### config.mk
export PLATFORM = sky130hd
export DESIGN_NAME = rupt_priority_sched_flat
export DESIGN_NICKNAME = d
export VERILOG_FILES = /design/src/rtl/rupt_priority_sched_if.sv /design/src/rtl/rupt_priority_sched.sv /design/src/flat_wrapper.sv
export SDC_FILE = /design/constraint.sdc
export NUM_CORES = 1
export LEC_CHECK = 0
export BUFFER_PORTS_ARGS = -buffer_cell sky130_fd_sc_hd__buf_2
export CORE_MARGIN = 2
export CORE_UTILIZATION = 48
export DETAILED_ROUTE_END_ITERATION = 12
export PLACE_DENSITY_LB_ADDON = 0.08
export SLEW_MARGIN = 20
export SYNTH_ARGS = -nofsm -noshare
export SYNTH_HDL_FRONTEND = slang
export SYNTH_SLANG_ARGS = --single-unit
### constraint.sdc
create_clock -name clk -period 1.8 [get_ports clk]
set_input_delay 0.18 -clock clk [delete_from_list [all_inputs] [get_ports clk]]
set_output_delay 0.18 -clock clk [all_outputs]
set_load 0.005 [all_outputs]
### src/rtl/rupt_priority_sched_if.sv
`default_nettype none
// ============================================================================
// Module      : rupt_priority_sched_if
// Description : RUPT request / vector bus between the sequencer and the rest
//               of the CPU.
// Revision    : 1.0  initial release
// ============================================================================
interface rupt_priority_sched_if #(
   parameter int NRUPT = 10,
   parameter int NW    = $clog2(NRUPT + 1)
);
   logic [NRUPT-1:0] rqst;
   logic             inhint;
   logic             ovf_;
   logic             nisq;
   logic             resume;
   logic             gojam;
   logic [NRUPT-1:0] pend;
   logic             rupt;
   logic [11:0]      rptadr;
   logic [NW-1:0]    rptnum;
   logic [NRUPT-1:0] rstrq;
   logic             inrupt;

   modport master (
      output rqst, inhint, ovf_, nisq, resume, gojam,
      input  pend, rupt, rptadr, rptnum, rstrq, inrupt
   );

   modport slave (
      input  rqst, inhint, ovf_, nisq, resume, gojam,
      output pend, rupt, rptadr, rptnum, rstrq, inrupt
   );
endinterface
`default_nettype wire

### src/rtl/rupt_priority_sched.sv
`default_nettype none
// ============================================================================
// Module      : rupt_priority_sched
// Description : Interrupt request latch, fixed-priority scheduler and vector
//               sequencer (IDLE / ARMED / TAKE / SERVICE).
// Revision    : 1.0  initial release
// ============================================================================
module rupt_priority_sched #(
   parameter int          NRUPT = 10,
   parameter logic [11:0] VBASE = 12'o4000
) (
   input  logic                 clk,
   input  logic                 rst,
   rupt_priority_sched_if.slave bus
);

   localparam int c_nw = $clog2(NRUPT + 1);

   typedef enum logic [1:0] {
      IDLE    = 2'd0,
      ARMED   = 2'd1,
      TAKE    = 2'd2,
      SERVICE = 2'd3
   } state_t;

   state_t           r_state;
   state_t           w_state_nxt;

   logic [NRUPT-1:0] r_rqstd;
   logic [NRUPT-1:0] r_pend;
   logic             r_rupt;
   logic [NRUPT-1:0] r_rstrq;
   logic [11:0]      r_rptadr;
   logic [c_nw-1:0]  r_rptnum;
   logic             r_inrupt;

   logic             w_reset;
   logic [NRUPT-1:0] w_edge;
   logic [NRUPT-1:0] w_pend_nxt;
   logic             w_elig;
   logic [c_nw-1:0]  w_win;
   logic [NRUPT-1:0] w_sel;
   logic [c_nw-1:0]  w_num;
   logic [11:0]      w_vec;

   logic             w_rupt_nxt;
   logic [NRUPT-1:0] w_rstrq_nxt;
   logic [11:0]      w_rptadr_nxt;
   logic [c_nw-1:0]  w_rptnum_nxt;
   logic             w_inrupt_nxt;

   assign w_reset = rst | bus.gojam;
   assign w_edge  = bus.rqst & ~r_rqstd;

   // r_rstrq is nonzero only during TAKE, so it doubles as the clear mask;
   // OR-ing the edge last lets a coincident new request survive the clear.
   assign w_pend_nxt = (r_pend & ~r_rstrq) | w_edge;

   assign w_elig = (|r_pend) & ~bus.inhint & bus.ovf_;

   // Lowest set index wins; w_sel is the matching one-hot.
   always_comb begin
      w_win = '0;
      for (int k = NRUPT - 1; k >= 0; k--) begin
         if (r_pend[k]) begin
            w_win = c_nw'(k);
         end
      end
   end

   assign w_sel = r_pend & (~r_pend + NRUPT'(1));
   assign w_num = w_win + c_nw'(1);
   assign w_vec = VBASE + (12'(w_num) << 2);

   always_ff @(posedge clk) begin
      if (w_reset) begin
         r_state <= IDLE;
      end else begin
         r_state <= w_state_nxt;
      end
   end

   always_comb begin
      w_state_nxt  = r_state;
      w_rupt_nxt   = 1'b0;
      w_rstrq_nxt  = '0;
      w_rptadr_nxt = r_rptadr;
      w_rptnum_nxt = r_rptnum;
      case (r_state)
         IDLE: begin
            if (w_elig) begin
               w_state_nxt = ARMED;
            end
         end
         ARMED: begin
            // Losing eligibility outranks an instruction-boundary strobe.
            if (!w_elig) begin
               w_state_nxt = IDLE;
            end else if (bus.nisq) begin
               w_state_nxt  = TAKE;
               w_rupt_nxt   = 1'b1;
               w_rstrq_nxt  = w_sel;
               w_rptadr_nxt = w_vec;
               w_rptnum_nxt = w_num;
            end
         end
         TAKE: begin
            w_state_nxt = SERVICE;
         end
         SERVICE: begin
            if (bus.resume) begin
               w_state_nxt  = IDLE;
               w_rptadr_nxt = '0;
               w_rptnum_nxt = '0;
            end
         end
         default: begin
            w_state_nxt  = IDLE;
            w_rptadr_nxt = '0;
            w_rptnum_nxt = '0;
         end
      endcase
      w_inrupt_nxt = (w_state_nxt == TAKE) || (w_state_nxt == SERVICE);
   end

   always_ff @(posedge clk) begin
      if (w_reset) begin
         r_rqstd  <= '0;
         r_pend   <= '0;
         r_rupt   <= 1'b0;
         r_rstrq  <= '0;
         r_rptadr <= '0;
         r_rptnum <= '0;
         r_inrupt <= 1'b0;
      end else begin
         r_rqstd  <= bus.rqst;
         r_pend   <= w_pend_nxt;
         r_rupt   <= w_rupt_nxt;
         r_rstrq  <= w_rstrq_nxt;
         r_rptadr <= w_rptadr_nxt;
         r_rptnum <= w_rptnum_nxt;
         r_inrupt <= w_inrupt_nxt;
      end
   end

   assign bus.pend   = r_pend;
   assign bus.rupt   = r_rupt;
   assign bus.rstrq  = r_rstrq;
   assign bus.rptadr = r_rptadr;
   assign bus.rptnum = r_rptnum;
   assign bus.inrupt = r_inrupt;

endmodule
`default_nettype wire

### src/flat_wrapper.sv
// flat-port wrapper written by rule: the top's interface ports become plain ports
module rupt_priority_sched_flat 
#(
   parameter int          NRUPT = 10,
   parameter logic [11:0] VBASE = 12'o4000
)
  (clk, rst, bus_rqst, bus_inhint, bus_ovf_, bus_nisq, bus_resume, bus_gojam, bus_pend, bus_rupt, bus_rptadr, bus_rptnum, bus_rstrq, bus_inrupt);
  rupt_priority_sched_if #(.NRUPT(NRUPT)) bus_i ();
  input  logic clk;
  input  logic rst;
  input wire logic [$bits(bus_i.rqst)-1:0] bus_rqst;
  input wire logic [$bits(bus_i.inhint)-1:0] bus_inhint;
  input wire logic [$bits(bus_i.ovf_)-1:0] bus_ovf_;
  input wire logic [$bits(bus_i.nisq)-1:0] bus_nisq;
  input wire logic [$bits(bus_i.resume)-1:0] bus_resume;
  input wire logic [$bits(bus_i.gojam)-1:0] bus_gojam;
  output wire logic [$bits(bus_i.pend)-1:0] bus_pend;
  output wire logic [$bits(bus_i.rupt)-1:0] bus_rupt;
  output wire logic [$bits(bus_i.rptadr)-1:0] bus_rptadr;
  output wire logic [$bits(bus_i.rptnum)-1:0] bus_rptnum;
  output wire logic [$bits(bus_i.rstrq)-1:0] bus_rstrq;
  output wire logic [$bits(bus_i.inrupt)-1:0] bus_inrupt;
  assign bus_i.rqst = bus_rqst;
  assign bus_i.inhint = bus_inhint;
  assign bus_i.ovf_ = bus_ovf_;
  assign bus_i.nisq = bus_nisq;
  assign bus_i.resume = bus_resume;
  assign bus_i.gojam = bus_gojam;
  assign bus_pend = bus_i.pend;
  assign bus_rupt = bus_i.rupt;
  assign bus_rptadr = bus_i.rptadr;
  assign bus_rptnum = bus_i.rptnum;
  assign bus_rstrq = bus_i.rstrq;
  assign bus_inrupt = bus_i.inrupt;
  rupt_priority_sched #(.NRUPT(NRUPT), .VBASE(VBASE)) u_core (.clk(clk), .rst(rst), .bus(bus_i));
endmodule
==> reports/metrics.yaml, run 1 <==
final_layout:
  register_area_um2: 781
  nets: 228
  multiInputGateArea_um2: 682
  drive_above_1_share_pct: 31.6
  antennaDiodeCount: 0
  final_cells: 253
  area_growth_pct: 18.7
  nFillCells: 290
routing:
  first_pass_iters: 4
  drt_iter0_drc: 24
  postRouteAntennaNets: 0
  avgRoutedWirePerCell_um: 11.6
  via_per_inst: 4.77
  drt_wl_total_um: 2930
  via_count: 1208
  drc_errors: 0
critical_path:
  cp_max_fo: 6
  timing.rr.start: "u_core.bus.pend[4]"
  rr_worst_depth: 5
  critical_path_class: "flop to flop"
  cp-endpoint: "u_core.bus.rstrq[3]"
  cp_data_arrival_time_ns: 1.90
  r2r-end: "u_core.bus.rstrq[3]"
  startpoint_type: "flop"
  critPathCaptureType: "flop"
  startpoint: "u_core.bus.pend[4]"
  cp_data_required_time_ns: 2.01
  ff2ff_setup_slack_ns: 0.11
placed_design:
  portBuffers: 47
  hpwl_um: 2230
  place.gp.congestion: 0.908
  place_inst: 247
synthesis:
  synth_cell_type_count: 31
  synth_commonest_cells: "dfxtp_1 (39), nand2b_1 (22), a21oi_1 (19)"
  synth.area.top_cells: "dfxtp_1 (51%), nand2b_1 (8.9%), a21oi_1 (6.2%), buf_4 (5.8%), and2_1 (4.5%)"
  syn_area_per_cell_um2: 9.51
  synth_edf_count: 0
  syn_area_mm2: 0.00154
  ys_warn_count: 0
  netlist_instances: 162
  synthArstFlopShare_pct: 0
  yosysMostFrequentCell: "dfxtp_1"
  ys_seq_area_share_pct: 50.7
  netlist.area_leader.share_pct: 50.7
  synth_seq_cells: 39
  ys.flop_type: "dfxtp_1"
  yosysTopAreaCell: "dfxtp_1"
timing:
  min_period_ns: 1.69
  drv_slew: 0
  skew_ns: 0.00487
  hold_viol_final: 0
  rsz0062_at_grt: "false"
  final.setup.tns_ns: 0
  min_period_over_period_pct: 93.7
  fmaxAchievable_ghz: 0.593
  setup_viol: 0
clock_tree:
  holdBufCountCts: 0
  cts-buffers-inserted: 5
  cts_tree: "yes"
  htreeDepth: 2
  clock-sinks: 39
  clk_latency_ns: 0.33
  cts_root_buf: "clkbuf_4"
  clk_pin_slew_ns: 0.10
  clk_path_buf_depth: 2
worst_hold_path:
  min_path_type: "input pin to flop"
power:
  peakVddDrop_mv: 0.529
  power_uw: 1440
  p_leak_uw: 0.000849
  pwr_density_cell_mw_per_mm2: 789
global_route:
  gr-usage-all-layers_pct: 18.2
  grt_overflow_total: 0
  antenna_found_initial: 0
  grt_pass1_wl_um: 4780
  grt_pass1_vias: 1098
  grt_start_max_net_pins: 18
status:
  status: "finished clean"
floorplanning:
  core_area_mm2: 0.00305
  rows: 20
  dieHeight_um: 60.6
  io_pins: 55
  die_area_mm2: 0.00368
  initial_utilization_pct: 50.5
  die_width_um: 60.6
job:
  drv_cap: 0
final cells by class:
class / count / area share, %
Tap cell: 44 / 3.01
Timing Repair Buffer: 51 / 14.5
Inverter: 1 / 0.205
Clock buffer: 6 / 2.26
Sequential cell: 39 / 42.7
Multi-Input combinational cell: 112 / 37.3
logic make-up (layout without fill, tap and decap cells):
family / Yosys count / after routing / synth area share (%)
XOR/XNOR: 1 / 1 / 0.569
multiplexers: 1 / 1 / 0.731
AO/OA/AOI/OAI: 27 / 27 / 9.75
flip-flops: 39 / 39 / 50.7
other: 1 / 7 / 0.243
buffers and inverters: 17 / 58 / 7.07
adder cells (fa/ha/maj): 1 / 1 / 0.812
AND/OR/NAND/NOR: 75 / 75 / 30.1
metal layers:
| metal | up-vias | GRT usage (%) | share of wire [%] |
|---|---|---|---|
| met5 | - | 0 | 0 |
| met4 | 0 | 8.39 | 1.9 |
| met3 | 4 | 6.40 | 6.5 |
| met2 | 44 | 28.0 | 45 |
| met1 | 540 | 23.2 | 47 |
| li1 | 620 | - | - |
worst max-delay path, stage by stage (launching register included):
cell	delay, ns
dfxtp_1	0.36
or4_4	0.58
nor3_4	0.24
a21oi_2	0.15
nand2_1	0.16
nor4_1	0.08
timing repair:
item,CTS,global route
resized for setup,0,2
endpoints found under the setup margin,0,10
hold endpoints to repair,0,0
setup buffers,0,0
how the worst min path moves through the flow:
stage	from	endpoint	cells past startpoint
6_report	bus_rqst[4]	u_core.r_rqstd[4]	2
5_1_grt	bus_rqst[3]	u_core.r_rqstd[3]	2
4_1_cts	bus_rqst[9]	u_core.r_rqstd[9]	2
3_5_place_dp	bus_rqst[9]	u_core.r_rqstd[9]	2
3_3_place_gp	bus_rqst[5]	u_core.r_rqstd[5]	2
2_1_floorplan	bus_rqst[0]	u_core.r_rqstd[0]	1
report_power, final:
part / internal, uW / switching (uW) / leakage [uW] / total [uW]
combinational: 74.0 / 75.1 / 0.000507 / 149
clock: 139 / 249 / 0.0000242 / 388
sequential: 883 / 21.7 / 0.000317 / 905
state kept, by name, summed over array words and instances, names as in the netlist:
register and flops:
u_core.bus.rptadr 2, u_core.bus.inrupt 1, u_core.bus.rstrq 10, u_core.bus.rptnum 3
u_core.r_rqstd 10, u_core.r_state 2, u_core.bus.pend 10, u_core.bus.rupt 1
per-stage QoR:
stage | hold slack [ns] | worst slack (ns) | utilization, % | cell area [um2]
finish | 0.0529 | 0.113 | 59.9 | 1830
CTS | 0.0365 | 0.0873 | 59.6 | 1820
detailed placement | 0.400 | 0.0905 | 58.2 | 1780
floorplan | 0.302 | 0.224 | - | 1560
global placement | 0.395 | 0.135 | 58.2 | 1780
global route | 0.0400 | 0.0111 | 59.9 | 1830
cells in the final DEF, fill, tap and decap left out, drive strengths merged, types with 2 or more instances in the layout:
| cell type | synthesis | routed |
|---|---|---|
| nor4 | 4 | 4 |
| dfxtp | 39 | 39 |
| a211oi | 2 | 2 |
| a21oi | 19 | 19 |
| conb | 1 | 7 |
| nor2 | 7 | 7 |
| nand2 | 9 | 9 |
| nor2b | 2 | 2 |
| nand3 | 6 | 6 |
| buf | 12 | 51 |
| o21ai | 5 | 5 |
| clkbuf | 4 | 6 |
| and2 | 12 | 12 |
| nand2b | 22 | 22 |
| nor3 | 2 | 2 |
| and3 | 4 | 4 |
(Power assumes the default switching activity.)
==> run 2, diff against run 1 <==
--- a/config.mk
+++ b/config.mk
@@ -7,9 +7,9 @@
 export LEC_CHECK = 0
 export BUFFER_PORTS_ARGS = -buffer_cell sky130_fd_sc_hd__buf_2
 export CORE_MARGIN = 2
-export CORE_UTILIZATION = 48
+export CORE_UTILIZATION = 40
 export DETAILED_ROUTE_END_ITERATION = 12
-export PLACE_DENSITY_LB_ADDON = 0.08
+export PLACE_DENSITY = 0.7
 export SLEW_MARGIN = 20
 export SYNTH_ARGS = -nofsm -noshare
 export SYNTH_HDL_FRONTEND = slang
==> reports/metrics.yaml, run 2 (synthesis results as in run 1) <==
floorplanning:
  die_width_um: 66.1
  dieHeight_um: 66.1
  initial_utilization_pct: 41.8
  io_pins: 55
  die_area_mm2: 0.00436
  core_area_mm2: 0.00369
  rows: 22
clock_tree:
  clock-sinks: 39
  holdBufCountCts: 0
  htreeDepth: 2
  cts_tree: "yes"
  clk_pin_slew_ns: 0.07
  cts_resized: 0
  clk_path_buf_depth: 2
  post_cts_buffers: 0
  cts-buffers-inserted: 5
  clk_latency_ns: 0.28
  cts_root_buf: "clkbuf_8"
final_layout:
  mostFrequentLayoutCells: "buf_2 (47), dfxtp_1 (38), nand2b_1 (22)"
  multiInputGateArea_um2: 678
  register_area_um2: 782
  final_cells: 259
  finish.instance_area_mm2: 0.00188
  final_common_cell: "buf_2"
  nets: 229
  nFillCells: 374
  drive_above_1_share_pct: 32.7
  antennaDiodeCount: 0
  area_growth_pct: 22.3
power:
  p_int_uw: 1260
  p_sw_uw: 370
  pwr_density_cell_mw_per_mm2: 864
  p_seq_share_pct: 55.4
  switching_share_pct: 22.7
  comb_power_share_pct: 9.4
  clockPowerShare_pct: 35.3
  p_leak_uw: 0.000878
  peakVddDrop_mv: 0.543
  power_uw: 1630
routing:
  postRouteAntennaNets: 0
  first_pass_iters: 4
  drt_iter0_drc: 33
  via_count: 1197
  via_per_inst: 4.62
  drc_errors: 0
  avgRoutedWirePerCell_um: 11.6
  drt_wl_total_um: 3000
timing:
  hold_viol_final: 0
  min_period_over_period_pct: 94.7
  min_period_ns: 1.71
  final.setup.tns_ns: 0
  setup_viol: 0
  drv_slew: 0
  skew_ns: 0.00435
  rsz0062_at_grt: "false"
  fmaxAchievable_ghz: 0.586
status:
  status: "finished clean"
job:
  drv_cap: 0
placed_design:
  place_area_mm2: 0.00179
  place.gp.congestion: 0.753
  hpwl_um: 2330
  portBuffers: 47
  place_inst: 252
global_route:
  gr-usage-all-layers_pct: 15.7
  antenna_found_initial: 0
  grt_pass1_vias: 1172
  grt_overflow_total: 0
  grt_start_max_net_pins: 18
  grt_pass1_wl_um: 5200
worst_hold_path:
  whs_path_depth: 2
  min_path_type: "input pin to flop"
critical_path:
  rr_worst_depth: 5
  critical_path_class: "flop to flop"
  cp_data_arrival_time_ns: 1.86
  critPathCaptureType: "flop"
  cp_data_required_time_ns: 1.96
  startpoint_type: "flop"
  cp_max_fo: 8
-- run 2: worst max-delay path: stages, from the launching register on --
cell     delay, ns
dfxtp_2       0.35
or4_4         0.56
nor3_4        0.22
a21oi_1       0.20
nand2_1       0.18
nor4_1        0.07
-- run 2: worst paths after layout --
| check | slack (ns) | start | end |
|---|---|---|---|
| worst max-delay path | 0.09 | u_core.bus.pend[4] | u_core.bus.rstrq[3] |
| worst min-delay path | 0.11 | bus_rqst[9] | u_core.r_rqstd[9] |
| worst max register to register | 0.09 | u_core.bus.pend[4] | u_core.bus.rstrq[3] |
| worst min register to register | 0.46 | u_core.bus.rptadr[11] | u_core.bus.rptadr[11] |
-- run 2: cell type report --
type | instances | share of cell area (%)
inverters | 1 | 0.199
clock buffers | 6 | 4.38
flip-flops and latches | 39 | 41.5
repair buffers | 52 | 14.5
clock inverters | 1 | 0.266
well taps | 48 | 3.19
multi-input cells | 112 | 36.0
-- run 2: per-layer routing --
layer  share of wire (%)  GRT usage [%]
met1                  48           19.8
met2                  45           25.6
met3                 5.3           4.60
met4                0.90           5.36
met5                   0              0
-- run 2: through the flow --
stage / hold slack, ns / utilization [%] / setup WS [ns]
2_1_floorplan: 0.302 / - / 0.224
3_3_place_gp: 0.399 / 48.5 / 0.129
3_5_place_dp: 0.402 / 48.5 / 0.0949
4_1_cts: 0.105 / 50.9 / 0.0715
5_1_grt: 0.109 / 51.1 / 0.0257
6_report: 0.110 / 51.1 / 0.0948
-- run 2: power by group through the flow --
stage,Clock [uW],Combinational (uW),Sequential [uW]
5_1_grt,626,173,905
6_report,575,152,902
3_5_place_dp,0,152,921
3_3_place_gp,0,150,920
2_1_floorplan,0,106,921
4_1_cts,590,152,901
